<file path="config.mk">
export PLATFORM = sky130hd
export DESIGN_NAME = atm_fsm
export DESIGN_NICKNAME = d
export VERILOG_FILES = /design/src/rtl/atm_pkg.sv /design/src/rtl/atm_fsm_ledger.sv /design/src/rtl/atm_fsm.sv
export SDC_FILE = /design/constraint.sdc
export NUM_CORES = 1
export LEC_CHECK = 0
export ABC_AREA = 0
export ABC_CLOCK_PERIOD_IN_PS = 3400
export CAP_MARGIN = 10
export CORE_MARGIN = 3
export CORE_UTILIZATION = 30
export DETAILED_ROUTE_END_ITERATION = 16
export GPL_TIMING_DRIVEN = 0
export HOLD_SLACK_MARGIN = 0.02
export PLACE_DENSITY_LB_ADDON = 0.1
export SYNTH_ARGS = -nofsm -noshare
export SYNTH_HDL_FRONTEND = slang
export SYNTH_SLANG_ARGS = --single-unit
</file>
<file path="constraint.sdc">
create_clock -name clock -period 3.4 [get_ports clock]
set_input_delay 0.34 -clock clock [delete_from_list [all_inputs] [get_ports clock]]
set_output_delay 0.34 -clock clock [all_outputs]
set_load 0.005 [all_outputs]
</file>
<file path="src/rtl/atm_pkg.sv">
// Shared types for the ATM transaction controller.
// Latency: n/a (types and constants only).
// Backpressure: n/a.
package atm_pkg;

  // FSM state codes; current_state exposes these directly, codes 9-15 are illegal.
  typedef enum logic [3:0] {
    IDLE     = 4'd0,
    LANG     = 4'd1,
    PASS     = 4'd2,
    MENU     = 4'd3,
    DEPOSIT  = 4'd4,
    BALANCE  = 4'd5,
    WITHDRAW = 4'd6,
    CONFIRM  = 4'd7,
    AGAIN    = 4'd8
  } state_t;

  // Front-panel operation selector encoding.
  localparam logic [1:0] OP_DEP  = 2'b00;
  localparam logic [1:0] OP_BAL  = 2'b01;
  localparam logic [1:0] OP_WD   = 2'b10;
  localparam logic [1:0] OP_EXIT = 2'b11;

  // Pending transaction kind held between selection and confirmation.
  typedef enum logic [1:0] {
    TXN_DEP = 2'd0,
    TXN_CHK = 2'd1,
    TXN_WD  = 2'd2
  } txn_t;

  // Width of the front-panel amount field.
  localparam int AMT_W = 7;

endpackage

</file>
<file path="src/rtl/atm_fsm_ledger.sv">
// Account ledger: balance register, pending amount/op, and overflow/shortfall compares.
// Latency: compares are combinational on the live balance; commit updates balance next edge.
// Backpressure: none; latch/commit strobes are acted on in the cycle they are high.
module atm_ledger
  import atm_pkg::*;
#(
  parameter int BAL_W        = 10,
  parameter int INIT_BALANCE = 100
) (
  input  logic             clock,
  input  logic             reset_n,
  input  logic [AMT_W-1:0] amount,
  input  logic             amt_en,
  input  logic             op_en,
  input  txn_t             op,
  input  logic             commit,
  output logic [BAL_W-1:0] balance,
  output logic             dep_ovf,
  output logic             wd_short
);

  logic [BAL_W-1:0] bal_q;
  logic [BAL_W-1:0] bal_d;
  logic [BAL_W-1:0] pend_q;
  logic [BAL_W-1:0] amt_ext;
  logic [BAL_W:0]   dep_sum;
  txn_t             op_q;

  assign amt_ext = {{(BAL_W-AMT_W){1'b0}}, amount};

  // One extra bit on the sum catches a deposit that would wrap the balance.
  assign dep_sum  = {1'b0, bal_q} + {1'b0, amt_ext};
  assign dep_ovf  = dep_sum[BAL_W];
  assign wd_short = (amt_ext > bal_q);
  assign balance  = bal_q;

  // Apply the pending transaction only on a confirmed commit; a check leaves it alone.
  always_comb begin
    bal_d = bal_q;
    if (commit) begin
      case (op_q)
        TXN_DEP: bal_d = bal_q + pend_q;
        TXN_WD:  bal_d = bal_q - pend_q;
        default: bal_d = bal_q;
      endcase
    end
  end

  // Balance, pending amount and pending op registers.
  always_ff @(posedge clock or negedge reset_n) begin
    if (!reset_n) begin
      bal_q  <= BAL_W'(INIT_BALANCE);
      pend_q <= '0;
      op_q   <= TXN_CHK;
    end else begin
      bal_q <= bal_d;
      if (amt_en) pend_q <= amt_ext;
      if (op_en)  op_q   <= op;
    end
  end

endmodule

</file>
<file path="src/rtl/atm_fsm.sv">
// ATM session controller: card, language, PIN, then deposit/check/withdraw with confirm.
// Latency: one state per clock; status pulses appear the cycle after the deciding state.
// Backpressure: none; front-panel inputs are sampled every rising edge.
module atm_fsm
  import atm_pkg::*;
#(
  parameter logic [3:0] PIN          = 4'b0110,
  parameter int         BAL_W        = 10,
  parameter int         INIT_BALANCE = 100
) (
  input  logic             clock,
  input  logic             reset_n,
  input  logic             incard,
  input  logic             language,
  input  logic [3:0]       password,
  input  logic [1:0]       operations,
  input  logic [AMT_W-1:0] amount,
  input  logic             confirm,
  input  logic             again,
  output logic             incorrectpswd,
  output logic             nobalance,
  output logic             success,
  output logic [3:0]       current_state,
  output logic [BAL_W-1:0] balance,
  output logic             lang_sel
);

  state_t state_q;
  state_t state_d;
  logic   lang_q;
  logic   lang_d;
  logic   incorrect_d;
  logic   nobal_d;
  logic   success_d;
  logic   amt_en;
  logic   op_en;
  txn_t   op_sel;
  logic   commit;
  logic   dep_ovf;
  logic   wd_short;

  atm_ledger #(
    .BAL_W        (BAL_W),
    .INIT_BALANCE (INIT_BALANCE)
  ) u_ledger (
    .clock    (clock),
    .reset_n  (reset_n),
    .amount   (amount),
    .amt_en   (amt_en),
    .op_en    (op_en),
    .op       (op_sel),
    .commit   (commit),
    .balance  (balance),
    .dep_ovf  (dep_ovf),
    .wd_short (wd_short)
  );

  // Next-state, ledger strobes and next pulse values; illegal codes fall back to IDLE.
  always_comb begin
    state_d     = state_q;
    lang_d      = lang_q;
    incorrect_d = 1'b0;
    nobal_d     = 1'b0;
    success_d   = 1'b0;
    amt_en      = 1'b0;
    op_en       = 1'b0;
    op_sel      = TXN_CHK;
    commit      = 1'b0;
    case (state_q)
      IDLE: begin
        if (incard) state_d = LANG;
      end
      LANG: begin
        lang_d  = language;
        state_d = PASS;
      end
      PASS: begin
        if (password == PIN) begin
          state_d = MENU;
        end else begin
          incorrect_d = 1'b1;
          state_d     = IDLE;
        end
      end
      MENU: begin
        case (operations)
          OP_DEP:  state_d = DEPOSIT;
          OP_BAL:  state_d = BALANCE;
          OP_WD:   state_d = WITHDRAW;
          default: state_d = IDLE;
        endcase
      end
      DEPOSIT: begin
        // A deposit that would overflow is dropped silently.
        if (dep_ovf) begin
          state_d = AGAIN;
        end else begin
          amt_en  = 1'b1;
          op_en   = 1'b1;
          op_sel  = TXN_DEP;
          state_d = CONFIRM;
        end
      end
      BALANCE: begin
        op_en   = 1'b1;
        op_sel  = TXN_CHK;
        state_d = CONFIRM;
      end
      WITHDRAW: begin
        amt_en = 1'b1;
        if (wd_short) begin
          nobal_d = 1'b1;
          state_d = AGAIN;
        end else begin
          op_en   = 1'b1;
          op_sel  = TXN_WD;
          state_d = CONFIRM;
        end
      end
      CONFIRM: begin
        if (confirm) begin
          commit    = 1'b1;
          success_d = 1'b1;
        end
        state_d = AGAIN;
      end
      AGAIN: begin
        state_d = again ? MENU : IDLE;
      end
      default: begin
        state_d = IDLE;
      end
    endcase
  end

  // State, latched language and registered one-cycle status pulses.
  always_ff @(posedge clock or negedge reset_n) begin
    if (!reset_n) begin
      state_q       <= IDLE;
      lang_q        <= 1'b0;
      incorrectpswd <= 1'b0;
      nobalance     <= 1'b0;
      success       <= 1'b0;
    end else begin
      state_q       <= state_d;
      lang_q        <= lang_d;
      incorrectpswd <= incorrect_d;
      nobalance     <= nobal_d;
      success       <= success_d;
    end
  end

  assign current_state = state_q;
  assign lang_sel      = lang_q;

endmodule

</file>
==> impl_metrics.toml <==
[status]
outcome = "finished, final reports clean"

[clocking]
post_cts_buffers = 0
cts_buffers = 3
ctsResizeCount = 0
clk_path_buf_depth = 2
cts_root_buf = "clkbuf_8"
clock-sinks = 27
ctsHtreeMaxLevel = 1
cts_tree = "done"
clk_transition_reported_paths_ns = 0.10
holdBufCountCts = 0
clk_latency_ns = 0.28

[place]
place.gp.congestion = 0.793
dpl_worst_slack_ns = 0.569
dp_hpwl_um = 4160
portBuffers = 36

[synthesis]
yosysSeqAreaShare_pct = 32.9
netlist_instances = 230
post-synth-top-count-cell = "ha_1"
synth-edff-count = 0
yosysTopAreaCellShare_pct = 27.8
ys_top_cells_by_area = "dfrtp_1 28%, ha_1 15%, dfstp_2 5.1%"
async_flop_share_pct = 100
synth.ff_latch_count = 27
synth_common_cells = "24 x ha_1, 23 x dfrtp_1, 22 x nand2_1, 20 x inv_1"
syn_nets = 274
yosysUniqueCellTypes = 52
avgSynthCellArea_um2 = 9.00
synth_flop_cell = "dfrtp_1"
yosysTopAreaCell = "dfrtp_1"
yosys_warnings = 0
syn_area_um2 = 2070

[sta]
max-slew-margin-rel_pct = 49.6
slew_viol_final = 0
finalHoldViolCount = 0
period_share_pct = 83.5
tightest_slew_ns = 0.754
setup_violations = 0
fin_ws_ns = 0.560
clock_skew_ns = 0.00350
period_minus_slack_ns = 2.84
setup_tns_ns = 0
rsz0062_at_grt = "false"
max_freq_ghz = 0.352

[worst_setup_path]
crit_required_ns = 3.56
cp_cell_sequence = "inv_1, ha_1, nand2_1, a21boi_0, ha_1, nor2b_1, o31a_1, o41a_1, a21oi_1, xor2_1, o21ai_0"
start_kind = "flip-flop"
r2r_setup_slack_ns = 0.56
timing.critical_path.to = "u_ledger.balance[7]"
arrival_ns = 3.00
crit_cells = 11
r2r-start = "u_ledger.pend_q[0]"
criticalPathCategory = "flip-flop to flip-flop"
r2r-end = "u_ledger.balance[7]"
path_buf_inv = 1
slowest_stage = "dfrtp_1"
critPathTopFamily = "compound AO/OA/AOI/OAI gates"
path_max_fanout = 4
worst_path_most_repeated_cell = "ha_1"
r2r_cells = 11
critical_path.max_stage_delay_ns = 0.43
endpoint_kind = "flip-flop"
worstSetupStartpoint = "u_ledger.pend_q[0]"

[route]
viasPerCell = 5.03
wl_um = 5060
wire_per_inst_um = 14.5
m1WireLength_um = 2640
drtIter0Drc = 45
drt_pre_antenna_iters = 4
final_antenna_net_count = 0
vias = 1752
route.detailed.drc = 0
wl_met3_um = 125
highest_layer = "met4"
met2WireLength_um = 2260

[pwr]
power_density_nw_per_um2 = 1000
peakVddDrop_mv = 0.381
p_leak_nw = 1.11
total_power_mw = 2.61

[die]
row_count = 29
io-pin-count = 37
die_x_um = 89.1
die_h_um = 89.1
die_area_um2 = 7930
coreArea_um2 = 6530
start_util_pct = 31.7

[layout]
area_growth_pct = 25.8
final_nets = 316
drive_above_1_share_pct = 9.23
antenna_cells = 0

[worst_hold_path]
hold_path_class = "input pin to async pin"

[global_route]
antenna_found_initial = 0
grt_pass1_wl_um = 8650
grt_pass1_vias = 1741
grtUsageTotal_pct = 14.0
grt_max_degree = 17
overflow = 0

[flow_run]
drv_cap = 0
[routing by layer]
metal | vias up | track usage (%)
met5 | - | 0
met4 | 0 | 2.03
li1 | 912 | -
met1 | 818 | 20.8
met3 | 2 | 2.49
met2 | 20 | 21.7
[layout make-up]
cell class,instances,area (um2)
clock buffer,3,41.3
timing repair buffer,37,388
fill,650,3930
sequential,27,681
inverter,20,75.1
buffer,5,23.8
clock inverter,1,7.51
tap,77,96.3
multi-input combinational,178,1290
[kinds of logic (layout without fill, tap and decap cells)]
family,count (synthesis),after routing,synth area share (%)
flops,27,27,32.9
xor+xnor,10,10,4.23
simple gates,68,68,15.8
buf+inv,25,66,4.78
compound gates,67,67,22.5
mux,8,8,4.29
fa+ha+maj,25,25,15.5
[per-stage QoR]
stage          instance area [um2]  hold WS (ns)  std cells  util (%)
6_report                      2600         0.498        348      39.8
5_1_grt                       2600         0.542        348      39.8
4_1_cts                       2600         0.524        348      39.8
3_5_place_dp                  2550         0.508        344      39.1
3_3_place_gp                  2530         0.497        343      38.7
2_1_floorplan                 2070        0.0444        230         -
[cells in the final DEF (no fill, tap or decap), drive strengths merged, types with 2 or more instances in the layout]
cell	netlist	routed
nand4	3	3
xnor2	8	8
inv	20	20
dfstp	4	4
nor2	15	15
mux2	7	7
nand3	2	2
ha	24	24
o31ai	3	3
o21a	6	6
o21ai	16	16
clkbuf	1	4
a21oi	14	14
a211oi	3	3
nor3	10	10
nor2b	4	4
and3	2	2
a21o	2	2
a31oi	5	5
nand2b	4	4
xor2	2	2
nand2	22	22
a21boi	2	2
o31a	2	2
dfrtp	23	23
buf	4	5
o211ai	2	2
clkdlybuf4s50	0	36
[state kept, by name (all words and copies together), names as in the netlist]
signal / flops
incorrectpswd: 1
success: 1
u_ledger.pend_q: 7
u_ledger.balance: 10
u_ledger.op_q: 2
lang_sel: 1
nobalance: 1
current_state: 4
[worst min-delay path by stage]
stage                                      to
after floorplan              current_state[0]
after global placement               lang_sel
after detailed placement             lang_sel
after CTS                 u_ledger.balance[3]
after global routing         u_ledger.op_q[1]
final                     u_ledger.balance[3]
[power breakdown]
group | switching (mW) | total (mW) | internal, mW
combinational | 0.910 | 1.78 | 0.868
sequential | 0.164 | 0.633 | 0.469
clock | 0.112 | 0.195 | 0.0834
total | 1.19 | 2.61 | 1.42
Power figures use the tool's default switching activity.
